## config.mk

```make
export PLATFORM = sky130hd
export DESIGN_NAME = odo_nonce_feeder
export DESIGN_NICKNAME = d
export VERILOG_FILES = /design/src/rtl/odo_nonce_feeder.sv
export SDC_FILE = /design/constraint.sdc
export NUM_CORES = 1
export LEC_CHECK = 0
export CORE_AREA = 2 2 538 540
export CTS_CLUSTER_DIAMETER = 60
export DETAILED_ROUTE_END_ITERATION = 7
export DIE_AREA = 0 0 540 542
export SLEW_MARGIN = 20
export SYNTH_ARGS = -nofsm -noshare
export SYNTH_HDL_FRONTEND = slang
export SYNTH_SLANG_ARGS = --single-unit
```

## constraint.sdc

```tcl
create_clock -name clk -period 9.56 [get_ports clk]
set_clock_uncertainty 0.05 [all_clocks]
set_input_delay 0.956 -clock clk [delete_from_list [all_inputs] [get_ports clk]]
set_output_delay 0.956 -clock clk [all_outputs]
set_load 0.01 [all_outputs]
```

## src/rtl/odo_nonce_feeder.sv

```systemverilog
// odo_nonce_feeder: steps a 32-bit nonce through a loaded header template
// and feeds one complete header per cycle to the Odo encryptor.
module odo_nonce_feeder #(
    parameter int unsigned STRIDE    = 1,
    parameter int unsigned NONCE_LSB = 608
) (
    input  logic         clk,
    input  logic         rst_n,
    input  logic         load,
    input  logic [639:0] hdr_in,
    input  logic [31:0]  nonce_start,
    input  logic [31:0]  nonce_end,
    input  logic         run,
    input  logic         stop,
    output logic [639:0] out,
    output logic         write,
    output logic [31:0]  nonce,
    output logic         busy,
    output logic         done
);

    typedef enum logic [1:0] {
        S_IDLE = 2'd0,
        S_RUN  = 2'd1,
        S_DONE = 2'd2
    } state_e;

    // Stride widened to 33 bits so the end-of-range compare never wraps.
    localparam logic [32:0] STEP = 33'(STRIDE);

    state_e       state_q, state_d;
    logic [639:0] hdr_q, hdr_d;
    logic [31:0]  cur_q, cur_d;
    logic [31:0]  last_q, last_d;
    logic [639:0] out_q, out_d;
    logic         write_q, write_d;
    logic [31:0]  nonce_q, nonce_d;
    logic         busy_q, busy_d;
    logic         done_q, done_d;
    logic [32:0]  nxt;

    // Next-state: load beats stop, stop beats emission.
    always_comb begin
        state_d = state_q;
        hdr_d   = hdr_q;
        cur_d   = cur_q;
        last_d  = last_q;
        out_d   = out_q;
        nonce_d = nonce_q;
        write_d = 1'b0;
        nxt     = {1'b0, cur_q} + STEP;

        if (load) begin
            hdr_d   = hdr_in;
            cur_d   = nonce_start;
            last_d  = nonce_end;
            state_d = (nonce_start <= nonce_end) ? S_RUN : S_DONE;
        end else if (stop && state_q != S_IDLE) begin
            state_d = S_IDLE;
        end else if (state_q == S_RUN && run) begin
            out_d                     = hdr_q;
            out_d[NONCE_LSB +: 32]    = cur_q;
            nonce_d                   = cur_q;
            write_d                   = 1'b1;
            if (nxt > {1'b0, last_q}) begin
                state_d = S_DONE;
            end else begin
                cur_d = nxt[31:0];
            end
        end

        busy_d = (state_d == S_RUN);
        done_d = (state_d == S_DONE);
    end

    // State and registered outputs; everything clears on async reset.
    always_ff @(posedge clk or negedge rst_n) begin
        if (!rst_n) begin
            state_q <= S_IDLE;
            hdr_q   <= '0;
            cur_q   <= '0;
            last_q  <= '0;
            out_q   <= '0;
            write_q <= 1'b0;
            nonce_q <= '0;
            busy_q  <= 1'b0;
            done_q  <= 1'b0;
        end else begin
            state_q <= state_d;
            hdr_q   <= hdr_d;
            cur_q   <= cur_d;
            last_q  <= last_d;
            out_q   <= out_d;
            write_q <= write_d;
            nonce_q <= nonce_d;
            busy_q  <= busy_d;
            done_q  <= done_d;
        end
    end

    assign out   = out_q;
    assign write = write_q;
    assign nonce = nonce_q;
    assign busy  = busy_q;
    assign done  = done_q;

endmodule

```

# Word-level counts from Yosys, hierarchy flattened
# Cells that the tools add are included.
op_classes:
  magnitude_cmp: 2
  n_bitwise: 2
  n_reduce_logical: 6
  n_mux: 12
  eq_ne: 5
  addsub: 1
ops:
  columns: ["operator", "count"]
  rows:
  - ["2-to-1 mux 32 bit", 4]
  - ["adder 32 x 1 -> 33 bit (second input constant)", 1]
  - ["> comparator 33 x 32 -> 1 bit", 1]
  - ["<= comparator 32 bit", 1]
  - ["2-to-1 mux 2 bit", 5]
  - ["AND reduction 3 bit", 2]
  - ["equality test 2 x 1 -> 1 bit (second input constant)", 2]
  - ["!= test 2 bit (second input constant)", 2]
  - ["nonzero test 2 bit", 2]
  - ["2-to-1 mux 1 bit", 3]
  - ["equality test 2 bit (second input constant)", 1]
  - ["logical AND 1 bit", 2]
  - ["inverter 1 bit", 2]
word_totals:
  ff_bits: 1349
  in_bits: 709
  out_inout_bits: 675

# Longest topological paths before layout
# Gate-level depths: netlist of run 1.
logic_depth:
  ltp_word: 7
  depth_mapped: 20
  ltp_nobuf: 15

# Least setup slack after synthesis of run 1
# Ideal clock, no wire load.
synth_path:
  path_type: "flip-flop to flip-flop"
  startpoint: "register cur_q[0]"
  endpoint: "register cur_q[22]"
  t_arrival_ns: 3.886
  path_stages_with_launch: 17
  setup_slack_ns: 5.483
  path_buffers: 2
  synth_period_minus_slack_ns: 4.077
  path_cell_list: "dfrtp_1 > ha_1 > nand3_1 > or3_1 > nor4_2 > and3_1 > xor2_1 > ha_1 > nand3_1 > nor3_1 > a221oi_1 > nand2_1 > o21a_1 > clkbuf_1 > clkbuf_1 > o41ai_1 > a31oi_1"
synth_between:
  elab_chain_len: 5
synth_rtl:
  columns: ["item", "line", "rtl"]
  rows:
  - ["from (decl)", "33", "logic [31:0] cur_q, cur_d;"]
  - ["from (signal assigned)", "91", "cur_q <= cur_d;"]
  - ["adder 32 x 1 -> 33 bit (*)", "51", "nxt = {1'b0, cur_q} + STEP;"]
  - ["branches (longest 4 deep; another with > comparator 33 x 32 -> 1 bit)", null, null]
# Every way passes the cells marked *. The select of a mux whose other input is x is not followed.
# A chain may end at the register's enable or synchronous reset.

# Final worst setup path of run 1
layout_path:
  startpoint: "register cur_q[0]"
  endpoint: "register cur_q[1]"
# Same word-level chain as after synthesis.

==> impl_metrics.ini, run 1 <==
[worst_hold_path]
hp-class = in2async

[clock_tree]
clk_root_buffer_cell = clkbuf_16
cts_tree = done
clock_latency_ns = 0.81
cts.path.max_buffers = 4
cts_buffers = 168
cts_sinks = 1317
post_cts_buffers = 0
h-tree-depth = 4
path_clk_slew_ns = 0.06
cts-resized-gates = 0
hold_buffers = 0

[synth]
ys_types = 51
syn-cell-area_sq_mm = 0.0513
yosys_warnings = 0
synth_edf_count = 0
synth_area_leaders = dfrtp_1 (64%), mux2_2 (27%), ha_1 (1.6%), clkbuf_1 (1.1%), inv_1 (0.76%)
postSynth.asyncResetShare = 1.00
syn_nets = 4073
ys.flop_type = dfrtp_1
synth_cells = 3299
yosysSeqAreaShare = 0.642
synth_top_area_share = 0.642
synth_top_area_cell = dfrtp_1
synth_area_per_cell_sq_um = 15.6
ys_seq_elements = 1317

[floorplan]
io_pins = 1384
die_x_um = 540
initial_core_util = 0.179
core_area_sq_mm = 0.287
dieArea_sq_mm = 0.293
rows = 197
die_h_um = 542

[sta]
setup_violations = 0
tightest_slew_ns = 1.18
finalWorstPathRequiredPeriod_ns = 5.15
holdWs_ns = 0.0624
fmaxAchievable_mhz = 194
rsz0062_at_grt = false
maxSlewHeadroom = 0.212
tns_ns = 0
min_period_over_period = 0.538
slew_violations = 0
hold_viol = 0

[worst_setup_path]
timing.rr.end = cur_q[1]
reg2reg_depth = 15
regToRegSetupSlack_ns = 4.41
crit_path_cell_trace = ha_1 -> nand3_1 -> or3_1 -> nor4_2 -> and3_1 -> xor2_1 -> ha_1 -> nand3_1 -> nor3_1 -> a221oi_1 -> nand2_1 -> o21ai_1 -> a21oi_1 -> buf_4 -> a221o_1
cp_slowest_cell = or3_1
max_stage_delay_ns = 0.58
crit_start = cur_q[0]
cp.required_ns = 10.19
endpoint = cur_q[1]
end_kind = flop
worst-path-max-fanout = 10
r2r_start = cur_q[0]
crit_type = reg2reg
crit_path_start_kind = flop
arrival_ns = 5.78

[placed_design]
io_buffers = 1351
placed_area_sq_mm = 0.0691
hpwl_um = 166000
place_congestion = 0.885

[global_route]
gr-usage-all-layers = 0.139
grt_first_pass_wirelength_um = 289000
grt_util_met3 = 0.0645
grt_max_degree = 163
grt_pass1_vias = 35216
busiest_layer = met2
grt_use_met1 = 0.171
grt.overflow.total = 0
use_met2 = 0.218
antenna_found_initial = 75

[cells_and_area]
design_area_sq_mm = 0.0749
final_cell_mix = clkdlybuf4s50_1 (1,349), dfrtp_1 (1,317), mux2_2 (1,249)
final_common_cell = clkdlybuf4s50_1
area_growth_pct = 46.0
drive_gt1_frac = 0.329
nets = 5438

[detailed_routing]
drc = 0
drt_iter0_drc = 1660
routedWlPerCell_um = 24.4
vias = 33411
firstDrtPassIters = 5
finalWirelength_um = 210000
final_antenna_net_count = 0
routed_via_density = 3.89

[power_and_ir_drop]
power_density_mw_per_mm2 = 269
swShare = 0.304
clkPwrFrac = 0.325
leakagePower_nw = 30.6
vdd_drop_max_uv = 159
internal-power_mw = 14.0
seqPwrFrac = 0.388
p_comb_frac = 0.287
power_mw = 20.2
power.switching_mw = 6.13

[status]
status = finished, final reports clean

[run]
drv_cap = 0
## power groups by stage
stage	registers, mW	logic, mW	clock network [mW]
global route	8.00	6.15	7.01
detailed placement	7.92	5.89	0
global placement	7.85	5.88	0
floorplan	8.13	1.51	0
CTS	7.85	5.93	6.79
finish	7.82	5.78	6.55
## per-layer routing
layer / part of all wire / up-vias
li1: - / 14479
met1: 0.42 / 17229
met2: 0.45 / 1368
met3: 0.11 / 311
met4: 0.023 / 24
met5: 0.00070 / -
## cell usage after synthesis, drive strengths merged (14+ instances only)
master,n
o21ai,47
ha,65
nand3,14
dfrtp,1317
nor2,42
a31oi,20
a21oi,22
nand4,18
o31ai,16
buf,41
xnor2,23
inv,104
or4,16
clkbuf,155
mux2,1249
nand2,57
## worst max-delay path, delay by kind of cell (launching register included)
| family | cells | cell delay [ns] |
|---|---|---|
| flops | 1 | 0.48 |
| xor+xnor | 1 | 0.16 |
| simple gates | 7 | 1.99 |
| buf+inv | 1 | 0.26 |
| compound gates | 4 | 1.49 |
| fa+ha+maj | 2 | 0.56 |
## layout make-up
type	count	area, sq um
Multi-Input combinational cell	1682	17100
Sequential cell	1317	33000
Clock inverter	73	988
Clock buffer	229	4770
Inverter	104	390
Timing Repair Buffer	1391	13900
Tap cell	3781	4730
Fill cell	29471	212000
Antenna cell	19	47.5
## registers in the layout (all words and copies together) (netlist names)
register,flops
done,1
cur_q,32
state_q,2
write,1
busy,1
hdr_q,608
last_q,32
out,640
## metrics by stage
stage,utilization,worst slack (ns),std cells
after detailed placement,0.241,4.45,8275
after global routing,0.261,4.00,8585
after CTS,0.261,4.41,8577
after floorplan,-,5.48,3299
final,0.261,4.41,8596
after global placement,0.241,4.53,8275
## cell families (layout without fill, tap and decap cells)
group | count (synthesis) | after routing | synth area share
xor+xnor | 30 | 30 | 0.00512
other cells | 0 | 19 | 0
fa+ha+maj | 65 | 65 | 0.0158
simple gates | 193 | 193 | 0.0197
mux | 1249 | 1249 | 0.274
compound gates | 145 | 145 | 0.0183
buf+inv | 300 | 1797 | 0.0247
flops | 1317 | 1317 | 0.642
## worst min path at each step
stage	endpoint	slack (ns)	depth (start not counted)
2_1_floorplan	hdr_q[456]	0.42	1
3_3_place_gp	out[217]	0.43	1
3_5_place_dp	out[517]	0.44	1
4_1_cts	hdr_q[513]	0.05	1
5_1_grt	out[550]	0.08	1
6_report	hdr_q[456]	0.06	1
Note: power is estimated with default switching activity, not from simulation.
==> run 2: changes to the inputs <==
--- a/config.mk
+++ b/config.mk
@@ -5,10 +5,10 @@
 export SDC_FILE = /design/constraint.sdc
 export NUM_CORES = 1
 export LEC_CHECK = 0
-export CORE_AREA = 2 2 538 540
+export CORE_AREA = 2 2 536 538
 export CTS_CLUSTER_DIAMETER = 60
 export DETAILED_ROUTE_END_ITERATION = 7
-export DIE_AREA = 0 0 540 542
+export DIE_AREA = 0 0 538 540
 export SLEW_MARGIN = 20
 export SYNTH_ARGS = -nofsm -noshare
 export SYNTH_HDL_FRONTEND = slang
==> constraint.sdc (replaced) <==
create_clock -name clk -period 4.5 [get_ports clk]
set_clock_uncertainty 0.05 [all_clocks]
set_input_delay 0.45 -clock clk [delete_from_list [all_inputs] [get_ports clk]]
set_output_delay 0.45 -clock clk [all_outputs]
set_load 0.01 [all_outputs]
==> run 2 against run 1 <==
Compared with the run above: first-iteration DRC count rose by 14%; critical path depth grew 1; hold slack better by 0.10 ns; count of clock-buffer cells in the layout increased by 13; combinational power up 120%; maximum frequency rose by 22%; utilization is 0.48 points higher.
==> impl_metrics.ini, run 2 (synthesized netlist as in run 1, its figures left out) <==
[status]
status = finished, final reports clean

[floorplan]
die_h_um = 540
dieArea_sq_mm = 0.291
rows = 196
initial_core_util = 0.180
io_pins = 1384
core_area_sq_mm = 0.284
die_x_um = 538

[detailed_routing]
drt_iter0_drc = 1888
routedWlPerCell_um = 25.7
firstDrtPassIters = 5
finalWirelength_um = 222000
final_antenna_net_count = 0
routed_via_density = 3.93
vias = 33949
drc = 0

[global_route]
grt.overflow.total = 0
grt_pass1_vias = 35998
grt_max_degree = 136
antenna_found_initial = 86
grt_first_pass_wirelength_um = 302000
gr-usage-all-layers = 0.148

[power_and_ir_drop]
power_density_mw_per_mm2 = 570
vdd_drop_max_uv = 355
power_mw = 43.1
leakagePower_nw = 31.0

[cells_and_area]
n_fill_cell = 29106
nets = 5510
largest_reg_flops = 640
drive_gt1_frac = 0.340
final_common_cell = clkdlybuf4s50_1
final_cell_mix = clkdlybuf4s50_1 (1,349), dfrtp_1 (1,316), mux2_2 (1,249)
area_growth_pct = 47.5

[worst_setup_path]
cp.required_ns = 5.17
end_kind = flop
crit_path_start_kind = flop
worst-path-max-fanout = 24
crit_type = reg2reg
arrival_ns = 4.91

[placed_design]
hpwl_um = 177000
io_buffers = 1351
place_congestion = 0.922
pre_cts_slack_ns = 0.0923

[run]
drv_cap = 0

[clock_tree]
h-tree-depth = 4
cts_buffers = 170
cts_tree = done
clock_latency_ns = 0.84
cts_sinks = 1317
cts.path.max_buffers = 4
path_clk_slew_ns = 0.06
clk_root_buffer_cell = clkbuf_16

[sta]
slew_violations = 0
fmaxAchievable_mhz = 236
finalWorstPathRequiredPeriod_ns = 4.23
setup_violations = 0
maxSlewHeadroom = 0.343
tightest_slew_ns = 0.985
setup_ws_ns = 0.266
hold_viol = 0
rsz0062_at_grt = true
min_period_over_period = 0.941
tns_ns = 0

[worst_hold_path]
hp-class = in2reg
[run 2: cell count changes in the layout (fill, tap and decap cells not counted), sizes merged]
| cell | change |
|---|---|
| diode | -4 |
| clkinvlp | -1 |
| bufinv | -3 |
| clkinv | -5 |
| clkbuf | +13 |
| dlygate4sd3 | +1 |
| buf | +69 |
[run 2: worst max-delay path: stages (launching register included)]
cell	delay, ns
dfrtp_1	0.39
nand2_1	0.10
or4_4	0.60
or4_4	0.58
nor2_2	0.16
xor2_1	0.17
ha_1	0.25
nand3_2	0.10
nor3_2	0.06
a221oi_1	0.28
buf_4	0.16
nand2_1	0.06
o21a_1	0.19
buf_4	0.14
buf_12	0.15
or4_1	0.47
a31oi_1	0.20
[run 2: power breakdown]
group          leakage (nW)  switching (mW)  internal [mW]  total (mW)
clock network          2.81            5.58           8.35        13.9
logic                  12.5            5.77           6.77        12.5
registers              15.8            1.93           14.7        16.6
[run 2: what timing repair did]
| item | 4_1_cts | 5_1_grt |
|---|---|---|
| hold buffers | 1 | 0 |
| buffers inserted | 0 | 7 |
| hold endpoints to repair | 105 | 0 |
| gates resized for setup | 0 | 15 |
| setup endpoints to repair | 0 | 27 |
[run 2: worst paths after layout]
kind	depth (start not counted)	to	slack, ns	from
max	16	cur_q[19]	0.27	cur_q[15]
min	2	hdr_q[364]	0.16	hdr_in[364]
max reg2reg	16	cur_q[19]	0.27	cur_q[15]
min reg2reg	1	out[350]	0.42	hdr_q[350]
max in group asynchronous	3	out[178]	2.67	rst_n
min in group asynchronous	2	hdr_q[136]	0.23	rst_n
[run 2: area by class of cell]
class	count	area [sq um]	area share
Antenna cell	15	37.5	0.000496
Clock buffer	242	4900	0.0647
Clock inverter	64	886	0.0117
Inverter	104	390	0.00516
Multi-Input combinational cell	1682	17200	0.227
Sequential cell	1317	33000	0.436
Tap cell	3762	4710	0.0622
Timing Repair Buffer	1461	14600	0.193
[run 2: routing by layer]
metal / global-route usage / up-vias / part of all wire
li1: - / 14591 / -
met1: 0.183 / 17538 / 0.41
met2: 0.234 / 1474 / 0.45
met3: 0.0666 / 338 / 0.12
met4: 0.0364 / 8 / 0.027
met5: 0 / - / 0.00024
[run 2: metrics by stage]
step / utilization / hold WS [ns] / instance area [sq um] / instances
global route: 0.266 / 0.0980 / 75600 / 8637
CTS: 0.265 / 0.0603 / 75500 / 8625
finish: 0.266 / 0.163 / 75700 / 8647
detailed placement: 0.245 / 0.434 / 69700 / 8318
global placement: 0.245 / 0.430 / 69700 / 8318
floorplan: - / 0.104 / 51300 / 3299
==> run 3: changes to the inputs <==
--- a/config.mk
+++ b/config.mk
@@ -5,10 +5,13 @@
 export SDC_FILE = /design/constraint.sdc
 export NUM_CORES = 1
 export LEC_CHECK = 0
-export CORE_AREA = 2 2 536 538
+export CELL_PAD_IN_SITES_DETAIL_PLACEMENT = 1
+export CELL_PAD_IN_SITES_GLOBAL_PLACEMENT = 2
+export CORE_AREA = 2 2 543 545
 export CTS_CLUSTER_DIAMETER = 60
 export DETAILED_ROUTE_END_ITERATION = 7
-export DIE_AREA = 0 0 538 540
+export DIE_AREA = 0 0 545 547
+export PLACE_DENSITY_LB_ADDON = 0.1
 export SLEW_MARGIN = 20
 export SYNTH_ARGS = -nofsm -noshare
 export SYNTH_HDL_FRONTEND = slang
==> run 3 against run 2 <==
Compared with the run above: global-route usage is 0.41 points higher; largest power group unchanged; non-clock buffer count down 11; die area increased by 2.6%; utilization fell by 0.40 points; largest cell class unchanged; power is 3.2% higher; first-iteration DRC count down 39%.
==> impl_metrics.ini, run 3 (synthesized netlist as in run 1, its figures left out) <==
[detailed_routing]
firstDrtPassIters = 8
finalWirelength_um = 230000
drc = 0
vias = 33839
drt_iter0_drc = 1161
routedWlPerCell_um = 26.1
final_antenna_net_count = 0
routed_via_density = 3.83

[clock_tree]
cts_tree = done
cts_sinks = 1317
path_clk_slew_ns = 0.06
clock_latency_ns = 0.85
clk_root_buffer_cell = clkbuf_16
cts.path.max_buffers = 4
h-tree-depth = 4
cts_buffers = 196

[floorplan]
die_x_um = 545
dieArea_sq_mm = 0.298
initial_core_util = 0.175
core_area_sq_mm = 0.293
die_h_um = 547
rows = 199
io_pins = 1384

[sta]
min_period_over_period = 0.953
rsz0062_at_grt = false
finalWorstPathRequiredPeriod_ns = 4.29
maxSlewHeadroom = 0.322
fmaxAchievable_mhz = 233
slew_violations = 0
tightest_slew_ns = 1.02
setup_violations = 0
holdWs_ns = 0.129
hold_viol = 0

[power_and_ir_drop]
swShare = 0.298
power_mw = 44.5
internal-power_mw = 31.2
vdd_drop_max_uv = 298
power_density_mw_per_mm2 = 581
power.switching_mw = 13.3
leakagePower_nw = 31.4
p_comb_frac = 0.275
clkPwrFrac = 0.355
seqPwrFrac = 0.370

[cells_and_area]
final_cell_mix = clkdlybuf4s50_1 (1,349), dfrtp_1 (1,317), mux2_2 (1,249)
largest_reg_flops = 640
drive_gt1_frac = 0.341
multiInputGateArea_sq_mm = 0.0172
seqCellArea_sq_mm = 0.0330
nets = 5525
area_growth_pct = 49.4
final_common_cell = clkdlybuf4s50_1
design_area_sq_mm = 0.0767
n_fill_cell = 31298

[worst_hold_path]
hp-class = in2reg

[global_route]
grt.overflow.total = 0
gr-usage-all-layers = 0.152
antenna_found_initial = 143
grt_first_pass_wirelength_um = 317000
grt_pass1_vias = 37135
grt_max_degree = 120

[worst_setup_path]
end_kind = flop
worst-path-max-fanout = 17
crit_type = reg2reg
arrival_ns = 4.97
crit_path_start_kind = flop
cp.required_ns = 5.18

[status]
status = finished, final reports clean

[placed_design]
place_congestion = 0.765
io_buffers = 1351
placed_area_sq_mm = 0.0699
hpwl_um = 176000

[run]
drv_cap = 0
[run 3: cell types whose count changed in the layout (fill, tap and decap cells not counted), sizes merged]
cell,delta
buf,-11
bufinv,+6
clkbuf,+42
clkinv,+4
clkinvlp,-4
diode,+6
inv,-5
[run 3: routing by layer]
layer  up-vias  GRT usage  wire length, um  share of wire
li1      14617          -                -              -
met1     17501      0.168            86000           0.37
met2      1161      0.260           112000           0.49
met3       466     0.0775            25900           0.11
met4        94     0.0320             5620          0.024
met5         -          0              581         0.0025
[run 3: area by class of cell]
type / instances / area share
sequential: 1317 / 0.430
multi-input combinational: 1682 / 0.224
timing repair buffer: 1450 / 0.190
clock buffer: 284 / 0.0738
tap: 3919 / 0.0640
clock inverter: 65 / 0.0124
inverter: 104 / 0.00509
antenna: 21 / 0.000686
[run 3: per-stage QoR]
stage | setup WS (ns) | setup TNS, ns | util | std cells
finish | 0.210 | 0 | 0.262 | 8842
floorplan | 0.423 | 0 | - | 3299
CTS | 0.00403 | 0 | 0.262 | 8821
global route | 0.0111 | 0 | 0.262 | 8824
global placement | -0.0653 | -0.405 | 0.239 | 8470
detailed placement | -0.103 | -0.823 | 0.239 | 8470
[run 3: path summary, 6_finish.rpt]
check                          from  cells after the start         end  slack (ns)
max                        cur_q[9]                     14   cur_q[11]        0.21
min                            load                      2  hdr_q[596]        0.13
max reg2reg                cur_q[9]                     14   cur_q[11]        0.21
min reg2reg                hdr_q[2]                      1      out[2]        0.44
max in group asynchronous     rst_n                      3    out[562]        2.79
min in group asynchronous     rst_n                      2    out[361]        0.19
[run 3: power groups by stage]
stage | Sequential (mW) | Clock, mW | Combinational [mW]
2_1_floorplan | 17.3 | 0 | 3.22
3_3_place_gp | 16.6 | 0 | 12.6
3_5_place_dp | 16.7 | 0 | 12.6
4_1_cts | 16.6 | 16.5 | 12.6
5_1_grt | 16.9 | 17.0 | 13.1
6_report | 16.5 | 15.8 | 12.2
[run 3: timing repair]
action,CTS,global route
gates cloned,0,0
hold buffers,1,0
pin swaps,1,0
gates resized for setup,3,7
buffers inserted,1,0
setup endpoints to repair,13,26
endpoints found under the hold margin,83,0
[run 3: worst max-delay path: stages (launching register included)]
cell	delay, ns
dfrtp_1	0.34
nand3_1	0.17
or4_4	0.62
or4_4	0.60
nor2_4	0.16
xor2_1	0.20
ha_1	0.26
nand3_1	0.14
nor3_1	0.09
a221oi_2	0.29
nand2_1	0.14
o21a_2	0.25
buf_4	0.21
or4_1	0.48
a31oi_1	0.18
